### src/rtl/fir_pkg.sv
`default_nettype none
// ============================================================================
//  Module      : fir_pkg
//  Description : Shared types and default sizes for the FIR MAC sequencer.
//                Holds the sequencer state encoding, the default sample and
//                accumulator widths, and the latency of the downstream MAC.
//  Revision    : 1.0 - initial release
// ============================================================================
package fir_pkg;

    localparam int DATA_W  = 16;
    localparam int ACC_W   = 33;
    localparam int MAC_LAT = 3;

    typedef enum logic [1:0] {
        S_IDLE  = 2'd0,
        S_ISSUE = 2'd1,
        S_WAIT  = 2'd2,
        S_DONE  = 2'd3
    } fir_state_t;

endpackage : fir_pkg
`default_nettype wire

### src/rtl/fir_delay_line.sv
`default_nettype none
// ============================================================================
//  Module      : fir_delay_line
//  Description : NTAPS-deep circular sample buffer. A sample is written at the
//                write pointer; the pointer only moves on i_advance, so while a
//                filter pass is running, offset 0 of the read port is the
//                newest sample and offset k is the sample k steps older.
//  Ports       : clk, rst       - clock, asynchronous active-high reset
//                i_wr_en        - write i_wr_data at the write pointer
//                i_advance      - step the write pointer (modulo NTAPS)
//                i_clear        - zero every entry and the write pointer
//                i_tap          - read offset k behind the write pointer
//                o_rd_data      - combinational read data x[n-k]
//  Revision    : 1.0 - initial release
// ============================================================================
module fir_delay_line #(
    parameter int NTAPS  = 16,
    parameter int DATA_W = 16
) (
    input  logic                     clk,
    input  logic                     rst,
    input  logic                     i_wr_en,
    input  logic [DATA_W-1:0]        i_wr_data,
    input  logic                     i_advance,
    input  logic                     i_clear,
    input  logic [$clog2(NTAPS)-1:0] i_tap,
    output logic [DATA_W-1:0]        o_rd_data
);
    import fir_pkg::*;

    localparam int AW = $clog2(NTAPS);

    logic [DATA_W-1:0] r_buf [NTAPS];
    logic [AW-1:0]     r_wr_ptr;
    logic [AW-1:0]     w_rd_idx;

    always_ff @(posedge clk or posedge rst) begin
        if (rst) begin
            r_wr_ptr <= '0;
            for (int i = 0; i < NTAPS; i++) begin
                r_buf[i] <= '0;
            end
        end else if (i_clear) begin
            r_wr_ptr <= '0;
            for (int i = 0; i < NTAPS; i++) begin
                r_buf[i] <= '0;
            end
        end else begin
            if (i_wr_en) begin
                r_buf[r_wr_ptr] <= i_wr_data;
            end
            if (i_advance) begin
                r_wr_ptr <= r_wr_ptr + 1'b1;
            end
        end
    end

    // NTAPS is a power of two, so the subtraction wraps modulo NTAPS for free.
    assign w_rd_idx  = r_wr_ptr - i_tap;
    assign o_rd_data = r_buf[w_rd_idx];

endmodule : fir_delay_line
`default_nettype wire

### src/rtl/fir_mac_sequencer.sv
`default_nettype none
// ============================================================================
//  Module      : fir_mac_sequencer
//  Description : Feeds an external pipelined MAC one sample/coefficient pair
//                per tap, chaining the partial sum back through prevValue,
//                and presents the finished FIR sum on a valid/ready output.
//                Optional macro FIR_CLEAR_EN adds clear_i, which zeroes the
//                delay line and its pointer while idle.
//  Ports       : clk_i, rst_i              - clock, async active-high reset
//                sample_i/_valid_i/_ready_o- input sample handshake
//                coeff_we_i/_waddr_i/_wdata_i - coefficient write port
//                mac_clk_en_o, mac_prev_o, mac_a_o, mac_b_o - MAC drive
//                mac_result_i              - MAC result
//                out_o/_valid_o, out_ready_i - filter output handshake
//                clear_i (FIR_CLEAR_EN only) - delay-line clear
//  Revision    : 1.0 - initial release
// ============================================================================
module fir_mac_sequencer #(
    parameter int NTAPS   = 16,
    parameter int MAC_LAT = fir_pkg::MAC_LAT,
    parameter int DATA_W  = fir_pkg::DATA_W,
    parameter int ACC_W   = fir_pkg::ACC_W
) (
    input  logic                     clk_i,
    input  logic                     rst_i,
`ifdef FIR_CLEAR_EN
    input  logic                     clear_i,
`endif
    input  logic [DATA_W-1:0]        sample_i,
    input  logic                     sample_valid_i,
    output logic                     sample_ready_o,
    input  logic                     coeff_we_i,
    input  logic [$clog2(NTAPS)-1:0] coeff_waddr_i,
    input  logic [DATA_W-1:0]        coeff_wdata_i,
    output logic                     mac_clk_en_o,
    output logic [ACC_W-1:0]         mac_prev_o,
    output logic [DATA_W-1:0]        mac_a_o,
    output logic [DATA_W-1:0]        mac_b_o,
    input  logic [ACC_W-1:0]         mac_result_i,
    output logic [ACC_W-1:0]         out_o,
    output logic                     out_valid_o,
    input  logic                     out_ready_i
);
    import fir_pkg::*;

    localparam int AW  = $clog2(NTAPS);
    localparam int WCW = $clog2(MAC_LAT + 1);

    localparam logic [AW-1:0]  c_last_tap = AW'(NTAPS - 1);
    // Between taps the next ISSUE lines up with the previous result, so the
    // wait is one cycle shorter than the MAC latency; after the final tap we
    // wait the full latency so the last result can be captured.
    localparam logic [WCW-1:0] c_wait_mid = WCW'(MAC_LAT - 2);
    localparam logic [WCW-1:0] c_wait_end = WCW'(MAC_LAT - 1);

    fir_state_t         r_state;
    fir_state_t         w_next;
    logic [AW-1:0]      r_k;
    logic [WCW-1:0]     r_wcnt;
    logic [ACC_W-1:0]   r_out;
    logic [DATA_W-1:0]  r_coeff [NTAPS];

    logic               w_clear;
    logic               w_accept;
    logic               w_tap_next;
    logic               w_capture;
    logic [DATA_W-1:0]  w_sample_rd;

`ifdef FIR_CLEAR_EN
    assign w_clear = clear_i & (r_state == S_IDLE);
`else
    assign w_clear = 1'b0;
`endif

    // A clear in the same cycle as a valid sample suppresses the accept.
    assign w_accept = (r_state == S_IDLE) & sample_valid_i & ~w_clear;

    fir_delay_line #(
        .NTAPS  (NTAPS),
        .DATA_W (DATA_W)
    ) u_delay_line (
        .clk       (clk_i),
        .rst       (rst_i),
        .i_wr_en   (w_accept),
        .i_wr_data (sample_i),
        .i_advance (w_capture),
        .i_clear   (w_clear),
        .i_tap     (r_k),
        .o_rd_data (w_sample_rd)
    );

    // ---------------- state register ----------------
    always_ff @(posedge clk_i or posedge rst_i) begin
        if (rst_i) begin
            r_state <= S_IDLE;
        end else begin
            r_state <= w_next;
        end
    end

    // ---------------- next-state logic ----------------
    always_comb begin
        w_next     = r_state;
        w_tap_next = 1'b0;
        w_capture  = 1'b0;
        case (r_state)
            S_IDLE: begin
                if (w_accept) begin
                    w_next = S_ISSUE;
                end
            end
            S_ISSUE: begin
                w_next = S_WAIT;
            end
            S_WAIT: begin
                if (r_k != c_last_tap) begin
                    if (r_wcnt == c_wait_mid) begin
                        w_next     = S_ISSUE;
                        w_tap_next = 1'b1;
                    end
                end else if (r_wcnt == c_wait_end) begin
                    w_next    = S_DONE;
                    w_capture = 1'b1;
                end
            end
            S_DONE: begin
                if (out_ready_i) begin
                    w_next = S_IDLE;
                end
            end
            default: begin
                w_next = S_IDLE;
            end
        endcase
    end

    // ---------------- outputs ----------------
    always_comb begin
        sample_ready_o = (r_state == S_IDLE) & ~w_clear;
        out_valid_o    = (r_state == S_DONE);
        mac_clk_en_o   = (r_state == S_ISSUE) | (r_state == S_WAIT);
        mac_a_o        = '0;
        mac_b_o        = '0;
        mac_prev_o     = '0;
        if (r_state == S_ISSUE) begin
            mac_a_o = w_sample_rd;
            mac_b_o = r_coeff[r_k];
            // Tap 0 starts a fresh sum; later taps chain the running total.
            if (r_k != '0) begin
                mac_prev_o = mac_result_i;
            end
        end
    end

    assign out_o = r_out;

    // ---------------- tap / wait counters and result ----------------
    always_ff @(posedge clk_i or posedge rst_i) begin
        if (rst_i) begin
            r_k    <= '0;
            r_wcnt <= '0;
            r_out  <= '0;
        end else begin
            if (w_accept) begin
                r_k <= '0;
            end else if (w_tap_next) begin
                r_k <= r_k + 1'b1;
            end

            if (r_state == S_ISSUE) begin
                r_wcnt <= '0;
            end else if (r_state == S_WAIT) begin
                r_wcnt <= r_wcnt + 1'b1;
            end

            if (w_capture) begin
                r_out <= mac_result_i;
            end
        end
    end

    // ---------------- coefficient file ----------------
    always_ff @(posedge clk_i or posedge rst_i) begin
        if (rst_i) begin
            for (int i = 0; i < NTAPS; i++) begin
                r_coeff[i] <= '0;
            end
        end else if (coeff_we_i) begin
            r_coeff[coeff_waddr_i] <= coeff_wdata_i;
        end
    end

endmodule : fir_mac_sequencer
`default_nettype wire

### config.mk
export PLATFORM = sky130hd
export DESIGN_NAME = fir_mac_sequencer
export DESIGN_NICKNAME = d
export VERILOG_FILES = /design/src/rtl/fir_pkg.sv /design/src/rtl/fir_delay_line.sv /design/src/rtl/fir_mac_sequencer.sv
export SDC_FILE = /design/constraint.sdc
export NUM_CORES = 1
export LEC_CHECK = 0
export BUFFER_PORTS_ARGS = -buffer_cell sky130_fd_sc_hd__buf_2
export CAP_MARGIN = 10
export CORE_ASPECT_RATIO = 1.5
export CORE_MARGIN = 8
export CORE_UTILIZATION = 60
export CTS_BUF_LIST = sky130_fd_sc_hd__clkbuf_2
export DETAILED_ROUTE_END_ITERATION = 10
export PLACE_DENSITY = 0.79
export SYNTH_ARGS = -nofsm -noshare
export SYNTH_HDL_FRONTEND = slang
export SYNTH_SLANG_ARGS = --single-unit
### constraint.sdc
create_clock -name clk_i -period 34.8 [get_ports clk_i]
set_input_delay 6.96 -clock clk_i [delete_from_list [all_inputs] [get_ports clk_i]]
set_output_delay 6.96 -clock clk_i [all_outputs]
set_load 0.05 [all_outputs]
* Word level (Yosys, flattened, before mapping)
Cells that the tools add are included.
** Storage, ports and cells
- Bits in registers :: 557
- Bits of input ports :: 74
- Output and inout port bits :: 101
- Word-level logic and storage cells :: 102
** Cells by class
- $add $sub $neg :: 4
- Order comparisons :: 6
- Equality and inequality tests :: 10
- Multiplexer cells :: 32
- Bitwise logic cells :: 6
- Reduce and logical (&&, ||, !) cells :: 7
** Operators with widths (number)
- bitwise mux 256 bit :: 2
- binary-select mux 16 bit (select 4 bit) :: 2
- demux 16 bit (select 4 bit) :: 2
- 2-to-1 mux 16 bit :: 8
- 2-to-1 mux 33 bit :: 2
- greater-or-equal comparator 5 bit, second input constant :: 4
- inverter 4 -> 5 bit :: 4
- 2-to-1 mux 2 bit :: 7
- less-than comparator 5 x 1 -> 1 bit, second input constant :: 2
- adder 4 x 1 -> 4 bit, second input constant :: 2
- 2-to-1 mux 4 bit :: 2
- one-hot mux 2 bit (4 select lines) :: 1
- equality test 2 bit, second input constant :: 3
- 2-to-1 mux 1 bit :: 6
- inequality test 3 bit, second input constant :: 2
- equality test 2 x 1 -> 1 bit, second input constant :: 2
- inequality test 2 x 1 -> 1 bit, second input constant :: 2
- inequality test 4 bit, second input constant :: 1
- AND reduction 4 bit :: 1
- nonzero test 2 bit :: 2
- nonzero test 4 bit :: 1
- subtractor 4 bit :: 1
- adder 2 x 1 -> 2 bit, second input constant :: 1
- logical AND 1 bit :: 2
- other kinds (3) :: 3

* Longest topological paths before layout
- Word-level depth :: 6
- Mapped depth :: 10
- Depth with buffers taken out :: 7

* Hierarchy
A second synthesis with hierarchy kept.
** Second synthesis, totals
- Cells, all modules :: 2367
- Area, all modules :: 27134.8 µm²
** By module, submodules not included
- fir_mac_sequencer :: instances 1, cells an instance 970, area an instance 14086.0 µm², sequential area each 7432.1 µm²
- fir_delay_line :: instances 1, cells an instance 1397, area an instance 13048.8 µm², sequential area each 6506.2 µm²

* Worst setup path after synthesis
OpenSTA, ideal clock, no wires.
- Path kind :: in2out
- From :: input port mac_result_i[0]
- To :: output port mac_prev_o[0]
- Arrival time :: 7.367 ns
- Required time :: 27.840 ns
- Setup slack :: 20.473 ns
- Stages :: 1
- Path buffers :: 0
- Path through :: and2_1
** On the way
- Cells in the longest elaborated chain, start to end :: 2
** Ends and longest elaborated chain
- start: declaration :: line fir_mac_sequencer.sv:39 : input logic [ACC_W-1:0] mac_result_i,
- 2-to-1 mux 33 bit :: line fir_mac_sequencer.sv:149 : if (r_k != '0) begin
- 2-to-1 mux 33 bit :: line fir_mac_sequencer.sv:145 : if (r_state == S_ISSUE) begin
- end: declaration :: line fir_mac_sequencer.sv:36 : output logic [ACC_W-1:0] mac_prev_o,
No other way between the ends.

* Worst setup path after layout
- From :: input port mac_result_i[2]
- To :: output port mac_prev_o[2]
The elaborated chain is that of the path after synthesis.

==> run summary <==
The clock tree root buffer cell is sky130_fd_sc_hd__clkbuf_2. Based on the critical path, the design can be clocked at up to 0.0694 GHz. Setup repair after global routing left no endpoint under its margin. The tools report the sum of overflow across all layers after global routing as 0. The fill cell instance count of the final layout is 3,062. The horizontal extent of the die works out to 184 microns. The worst setup path is of the in2out kind. The area added between synthesis and finish was 10.0%.

Power spread over the standard cell area amounts to 60.1 nW/um^2. Traced cell by cell, the critical path runs through buf_2, and2_1, buf_2. The logs give 20.38 ns for the least setup slack across all paths after layout and 1.11 mW for the internal portion of total power.

The port buffer count was 174; the critical path data arrival time was 7.46 ns. The largest incremental delay on the critical path is 0.27 ns. The flow ran to the end, and the final reports show no timing, DRC or antenna violations. The placed wire-length estimate was 36,700 microns.

The floorplan step defined a die boundary enclosing 49,400 sq um. Each instance of the synthesized netlist takes up on average 15.9 sq um. By instance count, the cell type seen most on the critical path is sky130_fd_sc_hd__buf_2. The worst-margin pin slew was 1.21 ns; the fraction of layout cells with a size suffix above 1 was 0.576. The fraction of power spent switching nets was 0.340; the TritonCTS sink count was 557. For the number of buffers added to fix hold violations after cts, the log shows 0. In the routed design, unresolved DRC markers number 0. Entering global routing, the biggest net connects 195 pins.

Post-synthesis adder-cell area fraction: 0.00866. Capturing element of the worst setup path: mac_prev_o[2]. The cell row count is 92, and the vertical die dimension is 268 microns.

The maximum fanout along the worst path was 2. Relative slew slack: 0.194. The fraction of power consumed by combinational cells is 0.293.

The tool flagged a number of max-cap violations equal to 0. After synthesis, the largest family of logic cells by area is multiplexers. The worst setup path is captured at a primary output. The category of the worst setup path launch point was an input pin. The logs give 0.607 for the initial core utilization and 37.7 uV for the worst vdd rail ir drop.

The portion of synthesized cell area occupied by the leading cell type was 0.548; the cell count of the worst reg-to-reg path was 5. The critical path starts at mac_result_i[2]. The portion of netlist area occupied by mux cells came out at 0.382. The logs give 0.294 for the global routing met1 resource utilization and 0.245 for the global-route total usage across every layer. Across all register-to-register paths, the minimum setup slack is 31.62 ns.

Met2 track demand over resource in global routing: 0.426. Synthesized-area fraction occupied by ao, oa, aoi and oai cells: 0.0103. The logs give 41,900 sq um for the placeable core region and 0.548 for the portion of the post-synthesis area used by sequential elements. The via count came out at 14.8k.

The synthesized design contains 557 register bits. At the later pin of the worst-skew pair, clock insertion delay measures 1.05 ns. The number of nets handed over by synthesis was 1,693. The cell area after synthesis is 25,400 sq um.

Overall power consumption after layout is estimated at 1.68 mW. The number of global-route vias before repair was 16.5k; the number of warnings printed during yosys synthesis was 0. TritonCTS built the clock tree. The depth of the critical timing path with buffers and inverters included is 3, and the instance count after placement with tap cells included is 2,259. Clock-pin slew reported for the worst setup and hold paths after clock tree synthesis: 0.08 ns. The first global-routing pass estimated 92,500 microns of wire. The first routing iteration left 872 violations.

After layout, the minimum clock period comes to 14.42 ns. The utilization after layout is 0.668, and the net total in the final layout is 1,919. The fraction of synthesized cell area in xor and xnor cells is 0.00276, and the average vias per placed instance is 5.95. Before antenna repair, the detailed router went through 4 iterations. The min-delay analysis places its worst path in the category reg2reg. The number of pins with negative max-slew slack in the final report is 0, and the number of cells produced by synthesis is 1,602. In this run the static leakage power is 13.1 nW.

In the post-synthesis netlist, the biggest area contributors are sky130_fd_sc_hd__dfrtp_1 (55%), sky130_fd_sc_hd__mux2_2 (23%), sky130_fd_sc_hd__mux4_2 (11%). The clock network fraction of design power came out at 0.243. The analysis attributes to net switching a power of 0.571 mW. The number of endpoints with negative hold slack in the final report was 0; the average wire per cell in the routed design was 23.8 microns. Sequential fraction of design power: 0.464. In this run the critical register-to-register path is captured at out_o[30]$_DFFE_PP0P_. After detailed routing, the total wire length is 59,300 microns. Prior to clock tree synthesis, the placed netlist has a worst setup slack of 20.38 ns. The logs give 0 for the post-CTS setup buffer count and 0 for the number of nets still failing antenna checks after routing. The H-tree was split into 4 levels. The simple logic cell fraction of the synthesized area came out at 0.0235. At the end of routability-driven placement, the weighted congestion stood at 0.807. Clock skew: 0.0852 ns. Critical path's slowest cell: sky130_fd_sc_hd__buf_2. The met3 track demand over resource in global routing is 0.0513. The post-route clock period utilization was 0.414; the sum of negative setup slack was 0 ns. In this run, post-CTS repair resized a total of 0 instances. The number of different library cells used by synthesis comes to 35. The total setup violations reported at the end of the flow is 0, and the number of placed I/O pins is 175. Dominant delay contributor by cell family on the critical path: buffers and inverters.

Critical register-to-register path startpoint: r_k[1]$_DFFE_PP0P_. The biggest area contributor in the post-synthesis netlist is sky130_fd_sc_hd__dfrtp_1. The clock passes through at most 3 buffers.

After global routing, the most crowded layer is met2. The final cell count without fillers was 2,491; the number of antenna violations at the first check in global routing was 6. The number of buffer and inverter stages on the critical path was 2; the total clock buffers created by CTS was 131.

The data required time of the worst path was 27.84 ns.
layer usage:
metal  wire length, microns  part of all wire
met5                     23           0.00039
met4                   1870             0.032
met3                   2660             0.045
met2                  31400              0.53
met1                  23300              0.39
cells in the mapped netlist:
cell	n
sky130_fd_sc_hd__nand4_1	2
sky130_fd_sc_hd__mux2_1	20
sky130_fd_sc_hd__o22ai_1	34
sky130_fd_sc_hd__xor2_1	3
sky130_fd_sc_hd__nor2b_1	1
sky130_fd_sc_hd__ha_1	16
sky130_fd_sc_hd__nand3_1	4
sky130_fd_sc_hd__fa_1	1
sky130_fd_sc_hd__and3_1	1
sky130_fd_sc_hd__buf_4	10
sky130_fd_sc_hd__nand2b_1	7
sky130_fd_sc_hd__nand2_1	12
sky130_fd_sc_hd__o32a_1	1
sky130_fd_sc_hd__nor2_1	18
sky130_fd_sc_hd__a21o_1	1
sky130_fd_sc_hd__nand3_2	5
sky130_fd_sc_hd__inv_2	1
sky130_fd_sc_hd__buf_1	2
sky130_fd_sc_hd__or3_1	2
sky130_fd_sc_hd__mux2i_1	68
sky130_fd_sc_hd__buf_2	62
sky130_fd_sc_hd__and2_1	35
sky130_fd_sc_hd__clkbuf_1	43
sky130_fd_sc_hd__mux2_2	526
sky130_fd_sc_hd__inv_1	13
sky130_fd_sc_hd__nor4_2	1
sky130_fd_sc_hd__nor3b_2	1
sky130_fd_sc_hd__mux4_2	128
sky130_fd_sc_hd__nand3b_1	2
sky130_fd_sc_hd__a21oi_1	5
sky130_fd_sc_hd__xnor2_1	5
sky130_fd_sc_hd__a31oi_1	1
sky130_fd_sc_hd__nor2_2	12
sky130_fd_sc_hd__buf_6	2
sky130_fd_sc_hd__dfrtp_1	557
power groups by stage:
stage | sequential [mW] | clock (mW) | combinational [mW]
2_1_floorplan | 0.782 | 0 | 0.388
3_3_place_gp | 0.786 | 0 | 0.490
3_5_place_dp | 0.793 | 0 | 0.499
4_1_cts | 0.780 | 0.422 | 0.500
5_1_grt | 0.791 | 0.454 | 0.526
6_report | 0.780 | 0.408 | 0.493
logic make-up (layout without fill, tap and decap cells):
family	after synthesis	after routing
other cells	0	5
mux	742	742
simple gates	103	103
buf+inv	133	453
compound gates	42	42
fa+ha+maj	17	17
flops	557	557
xor+xnor	8	8
through the flow:
stage | instance area [sq um] | hold slack (ns)
2_1_floorplan | 25400 | 0.459
3_3_place_gp | 26800 | 0.469
3_5_place_dp | 26800 | 0.481
4_1_cts | 28000 | 0.505
5_1_grt | 28000 | 0.521
6_report | 28000 | 0.499
registers in the layout, summed over array words and instances (netlist names):
signal,cells
r_k,4
r_wcnt,2
r_state,2
out_o,33
r_coeff,256
u_delay_line.r_buf,256
u_delay_line.r_wr_ptr,4
worst register-to-register path: cells and delay by family (launching register included):
family | cells | cell delay [ns]
adder cells (fa/ha/maj) | 1 | 0.36
buffers and inverters | 1 | 0.80
flip-flops | 1 | 0.36
multiplexers | 1 | 0.58
AND/OR/NAND/NOR | 2 | 0.91
layout make-up:
class                           count  area [sq um]  area share
Clock buffer                      188           941      0.0336
Multi-Input combinational cell    912         10900       0.391
Antenna cell                        5          12.5    0.000447
Clock inverter                     39           209     0.00747
Tap cell                          564           706      0.0252
Inverter                           14          60.1     0.00215
Sequential cell                   557         13900       0.498
Timing Repair Buffer              212          1170      0.0418
worst min path at each step:
stage,slack (ns),startpoint,cells after the start,endpoint
2_1_floorplan,0.46,r_coeff[215]$_DFFE_PP0P_,1,r_coeff[215]$_DFFE_PP0P_
3_3_place_gp,0.47,r_coeff[176]$_DFFE_PP0P_,1,r_coeff[176]$_DFFE_PP0P_
3_5_place_dp,0.48,r_coeff[51]$_DFFE_PP0P_,1,r_coeff[51]$_DFFE_PP0P_
4_1_cts,0.50,r_coeff[176]$_DFFE_PP0P_,1,r_coeff[176]$_DFFE_PP0P_
5_1_grt,0.52,u_delay_line.r_buf[152]$_DFFE_PP0P_,1,u_delay_line.r_buf[152]$_DFFE_PP0P_
6_report,0.50,r_coeff[176]$_DFFE_PP0P_,1,r_coeff[176]$_DFFE_PP0P_
layout by cell type (no fill, tap or decap), drive strengths merged, types with 21 or more instances in the layout:
cell    instances
and2           35
buf           212
clkbuf        188
clkinv         28
dfrtp         557
inv            21
mux2          546
mux2i          68
mux4          128
nor2           30
o22ai          34
Note: power is estimated with default switching activity, not from simulation.
